$ cat config.mk
export PLATFORM = sky130hd
export DESIGN_NAME = hamming_precompute
export DESIGN_NICKNAME = d
export VERILOG_FILES = /design/src/rtl/hamming_precompute.sv
export SDC_FILE = /design/constraint.sdc
export NUM_CORES = 1
export LEC_CHECK = 0
export ABC_AREA = 1
export CORE_MARGIN = 2
export CORE_UTILIZATION = 50
export CTS_BUF_LIST = sky130_fd_sc_hd__clkbuf_4
export DETAILED_ROUTE_END_ITERATION = 16
export PLACE_DENSITY = 0.92
export SLEW_MARGIN = 20
export SYNTH_ARGS = -nofsm -noshare
export SYNTH_HDL_FRONTEND = slang
export SYNTH_SLANG_ARGS = --single-unit
$ cat constraint.sdc
create_clock -name clk -period 1.8 [get_ports clk]
set_input_delay 0.36 -clock clk [delete_from_list [all_inputs] [get_ports clk]]
set_output_delay 0.36 -clock clk [all_outputs]
set_load 0.02 [all_outputs]
$ cat src/rtl/hamming_precompute.sv
// Registered Hamming(21,16) encoder with fixed XOR parity masks.
// Codeword position i (1..21) lives in y[i-1]; parity sits at positions 1,2,4,8,16.
module hamming_precompute (
   input  logic        clk,
   input  logic        rst_n,
   input  logic        in_valid,
   input  logic [15:0] m,
   output logic        out_valid,
   output logic [20:0] y,
   output logic [4:0]  parity
);

   // Parity coverage masks over the data-only codeword (bit index = position-1).
   localparam logic [20:0] MASK_P1  = 21'h155554;
   localparam logic [20:0] MASK_P2  = 21'h066664;
   localparam logic [20:0] MASK_P4  = 21'h187870;
   localparam logic [20:0] MASK_P8  = 21'h007F00;
   localparam logic [20:0] MASK_P16 = 21'h1F0000;

   logic [20:0] data_pos;
   logic [4:0]  par_calc;
   logic [20:0] code_calc;

   logic        out_valid_d, out_valid_q;
   logic [20:0] y_d, y_q;
   logic [4:0]  parity_d, parity_q;

   // Place message bits at the non-power-of-two positions and derive even parity.
   always_comb begin
      data_pos       = '0;
      data_pos[2]    = m[0];
      data_pos[4]    = m[1];
      data_pos[5]    = m[2];
      data_pos[6]    = m[3];
      data_pos[8]    = m[4];
      data_pos[9]    = m[5];
      data_pos[10]   = m[6];
      data_pos[11]   = m[7];
      data_pos[12]   = m[8];
      data_pos[13]   = m[9];
      data_pos[14]   = m[10];
      data_pos[16]   = m[11];
      data_pos[17]   = m[12];
      data_pos[18]   = m[13];
      data_pos[19]   = m[14];
      data_pos[20]   = m[15];

      par_calc[4]    = ^(data_pos & MASK_P16);
      par_calc[3]    = ^(data_pos & MASK_P8);
      par_calc[2]    = ^(data_pos & MASK_P4);
      par_calc[1]    = ^(data_pos & MASK_P2);
      par_calc[0]    = ^(data_pos & MASK_P1);

      code_calc      = data_pos;
      code_calc[0]   = par_calc[0];
      code_calc[1]   = par_calc[1];
      code_calc[3]   = par_calc[2];
      code_calc[7]   = par_calc[3];
      code_calc[15]  = par_calc[4];
   end

   // Next-state: capture on in_valid, otherwise hold the codeword and drop valid.
   always_comb begin
      out_valid_d = in_valid;
      y_d         = y_q;
      parity_d    = parity_q;
      if (in_valid) begin
         y_d      = code_calc;
         parity_d = par_calc;
      end
   end

   // Single output register stage.
   always_ff @(posedge clk or negedge rst_n) begin
      if (!rst_n) begin
         out_valid_q <= 1'b0;
         y_q         <= '0;
         parity_q    <= '0;
      end else begin
         out_valid_q <= out_valid_d;
         y_q         <= y_d;
         parity_q    <= parity_d;
      end
   end

   assign out_valid = out_valid_q;
   assign y         = y_q;
   assign parity    = parity_q;

endmodule

==> results.yml <==
outcome:
  status: "complete, no violations"
critical_path:
  crit_chain: "clkdlybuf4s50_1"
  critPathMaxStageDelay_ps: 630
  crit_cells: 1
  worst-path-buf-inv: 1
  critPathCapture: "parity[3]"
  cp_slowest_cell: "clkdlybuf4s50_1"
  crit_path_end_kind: "primary output"
  worst_r2r_path_depth: 2
  reg2reg_slack_ps: 1080
  cp.arrival_ps: 1310
  worstSetupStartpoint: "parity[3]"
  required_ps: 1440
  worst_path_dominant_cell_family: "buffers and inverters"
  start_kind: "flip-flop"
  crit_fanout: 3
  critPathKind: "reg -> out"
  reg2reg_from: "y[2]"
  r2r_end: "y[2]"
placement:
  gp_congestion: 0.811
  portBuffers: 45
  dp_cells: 259
  hpwl_mm: 2.27
yosys:
  ys_warn_count: 0
  postSynthCellCount: 192
  syn_area_um2: 1350
  synth-seq-cells: 22
  syn_avg_cell_area_um2: 7.02
  synth.largest_area_cell: "dfrtp_1"
  syn-num-nets: 211
  synth.distinct_cells: 16
  synth.top_cell.area_share: 0.409
  synth-seq-area-share: 0.409
  synthTopCellsByArea: "dfrtp_1 (41%), nand2_1 (23%), nand3_1 (8.2%)"
floorplan:
  io_pins: 46
  die_area_um2: 3130
  fp.dieH_um: 55.9
  die_w_um: 55.9
  coreArea_um2: 2520
  initial_core_util: 0.534
  num_rows: 18
clock_network:
  htreeDepth: 1
  cts_setup_buffers: 0
  clk_path_buf_depth: 2
  postCtsHoldBufs: 0
  cts-buffers-inserted: 3
  clk_pin_slew_ps: 110
  cts_resized: 0
  clock_latency_ps: 290
  root_buffer: "clkbuf_4"
  cts.sinks: 22
  cts_tree: "yes"
timing:
  finalMaxSlewViolations: 0
  fin_crit_sh: 0.930
  worst_pin_slew_ps: 848
  finalHoldViolCount: 0
  max_freq_ghz: 0.598
  finalSetupViolCount: 0
  finClkSkew_ps: 0
  rsz0062_at_grt: "no"
  tns_ps: 0
  finalCriticalPeriod_ps: 1670
  slew_headroom: 0.434
  whs_ps: 403
detailed_routing:
  first_iter_violations: 32
  routed_wirelength_mm: 2.91
  ant_nets: 0
  via_per_inst: 4.94
  num_vias: 1295
  dr.pass1.iters: 4
  wire_per_inst_um: 11.1
  drc: 0
pwr:
  power.internal_mw: 0.863
  pwr-share-clk: 0.161
  ir_drop_uv: 556
  power.leakage_nw: 0.925
  swShare: 0.338
  power_frac_seq: 0.446
  power_frac_comb: 0.394
  p_switching_mw: 0.441
  power_density_nw_per_um2: 723
final_layout:
  drive_above_1_share: 0.0603
  antenna_cells: 0
  synthToLayoutAreaGrowth_pct: 33.8
  stdcell_count: 262
  final_util: 0.715
  nets: 253
global_route:
  grt_pass1_vias: 1249
  grt_antenna_before_repair: 0
  grt_pass1_wl_mm: 5.06
  grt.total_usage: 0.199
  grt_max_degree: 34
  overflow: 0
hold_path:
  hp-class: "in -> async"
flow_run:
  cap_violations: 0
[synthesized netlist by cell type]
library cell	instances
nor2_1	2
buf_2	3
xnor2_1	8
nand2_1	82
o21bai_1	1
clkbuf_8	1
xor2_1	5
inv_2	4
and2_1	1
o21ai_0	12
dfrtp_1	22
nand2_2	5
clkbuf_1	1
inv_1	18
buf_4	5
nand3_1	22
[power by group through the flow]
stage / registers, mW / clock network [mW] / logic (mW)
global placement: 0.589 / 0 / 0.502
finish: 0.581 / 0.209 / 0.513
floorplan: 0.655 / 0 / 0.230
detailed placement: 0.592 / 0 / 0.515
CTS: 0.582 / 0.217 / 0.516
global route: 0.589 / 0.242 / 0.563
[layer usage]
metal,vias up,GRT usage,wire [um]
met5,-,0,0
met4,0,0.0612,44
met3,7,0.0326,151
met2,43,0.359,1420
met1,583,0.241,1300
li1,662,-,-
[cell usage in the layout (no fill, tap or decap), types with 3 or more instances in the layout]
master / synthesis / routed
xor2_1: 5 / 5
nand3_1: 22 / 22
inv_2: 4 / 4
o21ai_0: 12 / 12
clkbuf_4: 0 / 3
xnor2_1: 8 / 8
nand2_1: 82 / 82
inv_1: 18 / 18
nand2_2: 5 / 5
dfrtp_1: 22 / 22
clkdlybuf4s50_1: 0 / 45
[worst min path at each step]
stage,from,endpoint,slack [ps],depth (start not counted)
3_5_place_dp,y[19],y[19],470,2
3_3_place_gp,y[9],y[9],450,2
6_report,rst_n,y[12],400,2
4_1_cts,rst_n,y[10],410,2
5_1_grt,rst_n,y[10],410,2
2_1_floorplan,rst_n,out_valid,60,0
[through the flow]
step	total power, mW	cell area, um2	setup WS, ps
after floorplan	0.885	1350	671
after global placement	1.09	1780	106
after detailed placement	1.11	1780	22.8
after CTS	1.31	1800	110
after global routing	1.39	1800	71.0
final	1.30	1800	126
[cell type report]
type,instances,area (um2)
Fill cell,213,719
Tap cell,30,37.5
Sequential cell,22,551
Multi-Input combinational cell,138,644
Timing Repair Buffer,47,465
Clock buffer,3,22.5
Inverter,22,82.6
[sequential cells by signal, summed over array words and instances (netlist names)]
register / cells
y: 17
parity: 4
out_valid: 1
[cells by family after synthesis]
| logic type | count (synthesis) | share of synthesized area |
|---|---|---|
| buffers and inverters | 32 | 0.113 |
| DFF | 22 | 0.409 |
| AOI/OAI and AO/OA | 13 | 0.0501 |
| and+or+nand+nor | 112 | 0.344 |
| xor gates and xnor gates | 13 | 0.0845 |
[worst reg2reg max path, cell delays in order (launching register included)]
cell and delay [ps]:
dfrtp_1 410, nand2_1 70, o21ai_0 100
Note: power is estimated with default switching activity, not from simulation.
